<file path="config.mk">
export PLATFORM = sky130hd
export DESIGN_NAME = axis_video_pattern_gen
export DESIGN_NICKNAME = d
export VERILOG_FILES = /design/src/rtl/axis_video_pattern_gen.sv
export SDC_FILE = /design/constraint.sdc
export NUM_CORES = 1
export LEC_CHECK = 0
export CAP_MARGIN = 20
export CORE_UTILIZATION = 57
export CTS_BUF_LIST = sky130_fd_sc_hd__clkbuf_4
export DETAILED_ROUTE_END_ITERATION = 7
export GPL_TIMING_DRIVEN = 0
export HOLD_SLACK_MARGIN = 0.02
export PLACE_DENSITY = 0.89
export SLEW_MARGIN = 20
export SYNTH_ARGS = -nofsm -noshare
export SYNTH_HDL_FRONTEND = slang
export SYNTH_SLANG_ARGS = --single-unit
</file>
<file path="constraint.sdc">
create_clock -name aclk -period 5.3 [get_ports aclk]
set_input_delay 0.795 -clock aclk [delete_from_list [all_inputs] [get_ports aclk]]
set_output_delay 0.795 -clock aclk [all_outputs]
set_load 0.01 [all_outputs]
</file>
<file path="src/rtl/axis_video_pattern_gen.sv">
// AXI4-Stream video test-pattern source: 24-bit {R,G,B} pixels, tuser on the
// first pixel of each frame, tlast on the last pixel of each line, and
// programmable idle gaps after each line and each frame.
module axis_video_pattern_gen #(
   parameter int H_ACTIVE = 640,
   parameter int V_ACTIVE = 480,
   parameter int H_GAP    = 16,
   parameter int V_GAP    = 64
) (
   input  logic        aclk,
   input  logic        aresetn,
   input  logic        enable,
   input  logic [1:0]  pattern_sel,
   output logic [23:0] m_axis_tdata,
   output logic        m_axis_tvalid,
   output logic        m_axis_tlast,
   output logic        m_axis_tuser,
   input  logic        m_axis_tready,
   output logic [7:0]  frame_cnt,
   output logic        frame_done,
   output logic        busy
);

   localparam int XW   = (H_ACTIVE > 1) ? $clog2(H_ACTIVE) : 1;
   localparam int YW   = (V_ACTIVE > 1) ? $clog2(V_ACTIVE) : 1;
   localparam int BW   = H_ACTIVE / 8;
   localparam int BWW  = (BW > 1) ? $clog2(BW) : 1;
   localparam int GMAX = (H_GAP > V_GAP) ? H_GAP : V_GAP;
   localparam int GW   = (GMAX > 1) ? $clog2(GMAX) : 1;

   localparam logic [XW-1:0]  X_LAST  = XW'(H_ACTIVE - 1);
   localparam logic [YW-1:0]  Y_LAST  = YW'(V_ACTIVE - 1);
   localparam logic [BWW-1:0] BW_LAST = BWW'(BW - 1);
   localparam logic [GW-1:0]  HG_LAST = GW'((H_GAP > 0) ? H_GAP - 1 : 0);
   localparam logic [GW-1:0]  VG_LAST = GW'((V_GAP > 0) ? V_GAP - 1 : 0);
   localparam logic [XW-1:0]  X_ONE   = XW'(1);
   localparam logic [YW-1:0]  Y_ONE   = YW'(1);
   localparam logic [BWW-1:0] BW_ONE  = BWW'(1);
   localparam logic [GW-1:0]  G_ONE   = GW'(1);

   typedef enum logic [1:0] {
      IDLE      = 2'd0,
      ACTIVE    = 2'd1,
      LINE_GAP  = 2'd2,
      FRAME_GAP = 2'd3
   } state_t;

   state_t         state_r, state_s;
   logic [XW-1:0]  x_r, x_s, ldx_s;
   logic [YW-1:0]  y_r, y_s, ldy_s;
   logic [2:0]     bar_r, bar_s, ldbar_s;
   logic [BWW-1:0] bw_r, bw_s, ldbw_s;
   logic [GW-1:0]  gap_r, gap_s;
   logic [1:0]     pat_r, pat_s, ldpat_s;
   logic [7:0]     fcnt_r, fcnt_s, ldfc_s;
   logic [23:0]    tdata_r, data_s;
   logic           tvalid_r, valid_s;
   logic           tlast_r, last_s;
   logic           tuser_r, user_s;
   logic           done_r, done_s;
   logic           busy_r;
   logic           ld_s;

   // Pixel colour for coordinate (px,py); bar is the colour-bar index tracked
   // by the bar-width counter so no divider is needed.
   function automatic logic [23:0] pixel_value(input logic [1:0] pat, input logic [XW-1:0] px,
                                               input logic [YW-1:0] py, input logic [2:0] bar,
                                               input logic [7:0] fc);
      logic [7:0]  x8, y8, r8, g8;
      logic [23:0] res;
      x8 = 8'(px);
      y8 = 8'(py);
      r8 = x8 + fc;
      g8 = y8 + fc;
      case (pat)
         2'd0: begin
            case (bar)
               3'd0:    res = 24'hFFFFFF;
               3'd1:    res = 24'hFFFF00;
               3'd2:    res = 24'h00FFFF;
               3'd3:    res = 24'h00FF00;
               3'd4:    res = 24'hFF00FF;
               3'd5:    res = 24'hFF0000;
               3'd6:    res = 24'h0000FF;
               default: res = 24'h000000;
            endcase
         end
         2'd1:    res = {x8, x8, x8};
         2'd2:    res = (x8[4] ^ y8[4]) ? 24'hFFFFFF : 24'h000000;
         2'd3:    res = {r8, g8, fc};
         default: res = 24'h000000;
      endcase
      return res;
   endfunction

   // Next-state and next-pixel decode; a "load" describes the pixel to present next.
   always_comb begin
      state_s = state_r;
      gap_s   = gap_r;
      fcnt_s  = fcnt_r;
      done_s  = 1'b0;
      valid_s = tvalid_r;
      last_s  = tlast_r;
      user_s  = tuser_r;
      data_s  = tdata_r;
      x_s     = x_r;
      y_s     = y_r;
      bar_s   = bar_r;
      bw_s    = bw_r;
      pat_s   = pat_r;
      ld_s    = 1'b0;
      ldx_s   = {XW{1'b0}};
      ldy_s   = {YW{1'b0}};
      ldbar_s = 3'd0;
      ldbw_s  = {BWW{1'b0}};
      ldpat_s = pat_r;
      ldfc_s  = fcnt_r;
      case (state_r)
         IDLE: begin
            if (enable) begin
               ld_s    = 1'b1;
               ldpat_s = pattern_sel;
               state_s = ACTIVE;
            end else begin
               state_s = IDLE;
            end
         end
         ACTIVE: begin
            if (tvalid_r && m_axis_tready) begin
               if (x_r != X_LAST) begin
                  ld_s  = 1'b1;
                  ldx_s = x_r + X_ONE;
                  ldy_s = y_r;
                  if (bw_r == BW_LAST) begin
                     ldbar_s = bar_r + 3'd1;
                     ldbw_s  = {BWW{1'b0}};
                  end else begin
                     ldbar_s = bar_r;
                     ldbw_s  = bw_r + BW_ONE;
                  end
               end else if (y_r != Y_LAST) begin
                  if (H_GAP > 0) begin
                     state_s = LINE_GAP;
                     gap_s   = {GW{1'b0}};
                     valid_s = 1'b0;
                     last_s  = 1'b0;
                     user_s  = 1'b0;
                  end else begin
                     ld_s  = 1'b1;
                     ldy_s = y_r + Y_ONE;
                  end
               end else begin
                  done_s = 1'b1;
                  fcnt_s = fcnt_r + 8'd1;
                  if (V_GAP > 0) begin
                     state_s = FRAME_GAP;
                     gap_s   = {GW{1'b0}};
                     valid_s = 1'b0;
                     last_s  = 1'b0;
                     user_s  = 1'b0;
                  end else if (enable) begin
                     ld_s    = 1'b1;
                     ldpat_s = pattern_sel;
                     ldfc_s  = fcnt_s;
                  end else begin
                     state_s = IDLE;
                     valid_s = 1'b0;
                     last_s  = 1'b0;
                     user_s  = 1'b0;
                  end
               end
            end else begin
               state_s = ACTIVE;
            end
         end
         LINE_GAP: begin
            if (gap_r == HG_LAST) begin
               ld_s    = 1'b1;
               ldy_s   = y_r + Y_ONE;
               state_s = ACTIVE;
            end else begin
               gap_s = gap_r + G_ONE;
            end
         end
         FRAME_GAP: begin
            if (gap_r == VG_LAST) begin
               if (enable) begin
                  ld_s    = 1'b1;
                  ldpat_s = pattern_sel;
                  state_s = ACTIVE;
               end else begin
                  state_s = IDLE;
               end
            end else begin
               gap_s = gap_r + G_ONE;
            end
         end
         default: begin
            state_s = IDLE;
            valid_s = 1'b0;
         end
      endcase
      if (ld_s) begin
         x_s     = ldx_s;
         y_s     = ldy_s;
         bar_s   = ldbar_s;
         bw_s    = ldbw_s;
         pat_s   = ldpat_s;
         data_s  = pixel_value(ldpat_s, ldx_s, ldy_s, ldbar_s, ldfc_s);
         last_s  = (ldx_s == X_LAST);
         user_s  = (ldx_s == {XW{1'b0}}) && (ldy_s == {YW{1'b0}});
         valid_s = 1'b1;
      end else begin
         data_s = tdata_r;
      end
   end

   // FSM state register.
   always_ff @(posedge aclk or negedge aresetn) begin
      if (!aresetn) begin
         state_r <= IDLE;
      end else begin
         state_r <= state_s;
      end
   end

   // Datapath registers: counters, latched pattern and the registered stream outputs.
   always_ff @(posedge aclk or negedge aresetn) begin
      if (!aresetn) begin
         x_r      <= {XW{1'b0}};
         y_r      <= {YW{1'b0}};
         bar_r    <= 3'd0;
         bw_r     <= {BWW{1'b0}};
         gap_r    <= {GW{1'b0}};
         pat_r    <= 2'd0;
         fcnt_r   <= 8'd0;
         tdata_r  <= 24'd0;
         tvalid_r <= 1'b0;
         tlast_r  <= 1'b0;
         tuser_r  <= 1'b0;
         done_r   <= 1'b0;
         busy_r   <= 1'b0;
      end else begin
         x_r      <= x_s;
         y_r      <= y_s;
         bar_r    <= bar_s;
         bw_r     <= bw_s;
         gap_r    <= gap_s;
         pat_r    <= pat_s;
         fcnt_r   <= fcnt_s;
         tdata_r  <= data_s;
         tvalid_r <= valid_s;
         tlast_r  <= last_s;
         tuser_r  <= user_s;
         done_r   <= done_s;
         busy_r   <= (state_s != IDLE);
      end
   end

   assign m_axis_tdata  = tdata_r;
   assign m_axis_tvalid = tvalid_r;
   assign m_axis_tlast  = tlast_r;
   assign m_axis_tuser  = tuser_r;
   assign frame_cnt     = fcnt_r;
   assign frame_done    = done_r;
   assign busy          = busy_r;

endmodule

</file>
==> impl_metrics.json <==
{
  "clock-sinks": 76,
  "avgSynthCellArea_um2": 8.931,
  "remaining_drc_errors": 0,
  "clk_latency_ns": 0.46,
  "row_count": 33,
  "synth_ff_type": "dfrtp_1",
  "cp_num_buf_inv": 1,
  "grt_pass1_vias": 4255,
  "drt-pass1-iter-count": 8,
  "cts_max_path_buffers": 2,
  "worstMarginPinSlew_ns": 0.7841,
  "layout_min_cycle_time_ns": 3.923,
  "powerDensity_mw_per_mm2": 420.8,
  "setup_viol": 0,
  "io_buffers": 42,
  "ir_drop_mv": 0.2856,
  "regToRegSetupSlack_ns": 1.38,
  "grt_pass1_wl_um": 20830,
  "crit_arrival_ns": 4.26,
  "placed_cells": 685,
  "grt_max_degree": 42,
  "critPathSlowestCell": "o31ai_4",
  "r2r_start": "x_r[0]",
  "ant_nets": 0,
  "synthesis.area_mm2": 0.004796,
  "drv_slew": 0,
  "antenna_cells": 0,
  "fin_crit_sh": 0.7402,
  "regArea_mm2": 0.001902,
  "ys_types": 68,
  "crit_chain": "ha_1, nand3_1, o31ai_4, buf_2, nor2_1, ha_1, fa_1, a21o_1, a21oi_1, o21bai_1, a21oi_1, xnor2_1, a21oi_1, a21oi_1",
  "hold_class": "in2async",
  "stdcell_count": 701,
  "routed-via-count": 4404,
  "cts_setup_buffers": 0,
  "overflow": 0,
  "grt_setup_unrepaired": "false",
  "num-fill-cells": 632,
  "r2r_end": "m_axis_tdata[22]",
  "timing.fmax_mhz": 254.9,
  "nNetsFinal": 624,
  "setup.worst_path.start": "x_r[0]",
  "ys_async_sr_fraction": 1.000,
  "fin_worst_skew_ns": 0.01642,
  "hold_viol": 0,
  "end_kind": "register",
  "routed_via_density": 6.282,
  "outcome": "complete, no violations",
  "syn_nets": 570,
  "reg2reg_depth": 14,
  "ys_ff_latch": 76,
  "core_area_mm2": 0.008175,
  "dieArea_mm2": 0.008784,
  "cts_hold_buf": 0,
  "dp_hpwl_um": 9103,
  "routed_wl_um": 12670,
  "initial_core_util": 0.5866,
  "antenna_found_initial": 0,
  "fin_tns_setup_ns": 0,
  "worst-path-max-fanout": 10,
  "ys_seq_area_frac": 0.3966,
  "die_h_um": 93.73,
  "yosysWarnings": 0,
  "start_kind": "register",
  "area_delta_synth_final_pct": 16.33,
  "drv_cap": 0,
  "clk_pin_slew_worst_paths_ns": 0.14,
  "die_w_um": 93.73,
  "totalPowerFinal_mw": 2.348,
  "ctsRootBufferMaster": "clkbuf_4",
  "cts_max_level": 3,
  "leakagePower_nw": 2.501,
  "drive_gt1_frac": 0.07886,
  "cp_data_required_time_ns": 5.63,
  "io_pins": 43,
  "drtIter0Drc": 337,
  "wl_per_cell_um": 18.07,
  "globalplace.congestion": 0.9092,
  "synth_edf_count": 0,
  "slew_headroom": 0.4754,
  "cts_tree": "done",
  "crit_path_max_incr_delay_ns": 0.53,
  "syn_inst": 537,
  "crit_top_cell": "a21oi_1",
  "grt_use_total": 0.3098,
  "numCtsBuffers": 9,
  "multiInputGateArea_mm2": 0.002745,
  "timing_worst_setup_path_type": "reg2reg",
  "cts_resized": 0,
  "critical_path.top_delay_family": "compound AO/OA/AOI/OAI gates"
}
-- final cells by class --
type / instances / area share
clock inverter: 7 / 0.02624
sequential: 76 / 0.3409
buffer: 19 / 0.01592
multi-input combinational: 426 / 0.4920
timing repair buffer: 43 / 0.07849
inverter: 16 / 0.01076
clock buffer: 9 / 0.01211
tap: 105 / 0.02355
-- through the flow --
stage	util	cell area, um^2	setup WS, ns	hold slack (ns)
2_1_floorplan	-	4796	2.158	0.4509
3_3_place_gp	0.6541	5348	0.9047	0.4745
3_5_place_dp	0.6563	5365	1.181	0.4862
4_1_cts	0.6824	5579	1.425	0.2798
5_1_grt	0.6824	5579	1.151	0.2839
6_report	0.6824	5579	1.377	0.2693
-- Yosys cell counts, types with 9 or more instances --
cell,number,area share
a21o_1,11,0.017
and3_1,10,0.013
o21ai_0,42,0.044
o21ai_1,9,0.0094
inv_1,16,0.013
nor2_1,62,0.049
dfrtp_1,76,0.40
xor2_1,12,0.022
nand4_1,13,0.017
a21oi_1,41,0.043
nand2_1,51,0.040
xnor2_1,24,0.044
nand3_1,22,0.023
ha_1,25,0.065
-- sequential cells by signal (all words and copies together), names as in the netlist --
signal and flops:
bar_r 3, bw_r 7, m_axis_tlast 1, pat_r 2, m_axis_tvalid 1, m_axis_tdata 24, state_r 2, y_r 9
busy 1, gap_r 6, m_axis_tuser 1, frame_done 1, x_r 10, frame_cnt 8
-- logic make-up after synthesis --
family | after synthesis | share of synthesized area
adders and majority gates | 27 | 0.07357
muxes | 4 | 0.009131
xor gates and xnor gates | 36 | 0.06574
and+or+nand+nor | 204 | 0.2105
buffers and inverters | 35 | 0.03105
DFF | 76 | 0.3966
AOI/OAI and AO/OA | 155 | 0.2134
-- report_power, final --
group / internal (mW) / total (mW) / switching (mW)
combinational: 0.432 / 1.01 / 0.576
sequential: 0.719 / 0.822 / 0.102
clock: 0.290 / 0.518 / 0.228
-- cell usage in the layout (no fill, tap or decap), drive strengths merged, types with 17 or more instances in the layout --
cell type and count:
nor2 63, clkdlybuf4s50 41, nand2 52, inv 18
dfrtp 76, xnor2 24, a21oi 41, ha 25
clkbuf 17, nand3 22, o21ai 54
-- per-layer routing --
layer | vias up | part of all wire | GRT usage
met2 | 190 | 0.49 | 0.5024
met3 | 28 | 0.069 | 0.04693
li1 | 2051 | - | -
met1 | 2135 | 0.41 | 0.4037
met5 | - | 0 | 0
met4 | 0 | 0.031 | 0.1551
-- worst max-delay path by stage --
stage	to	slack, ns	cells after the start
final	m_axis_tdata[22]	1.38	14
after global routing	m_axis_tdata[15]	1.15	14
after CTS	m_axis_tdata[22]	1.42	14
after detailed placement	m_axis_tdata[15]	1.18	13
after global placement	m_axis_tdata[6]	0.90	1
after floorplan	m_axis_tdata[15]	2.16	12
(Power assumes the default switching activity.)
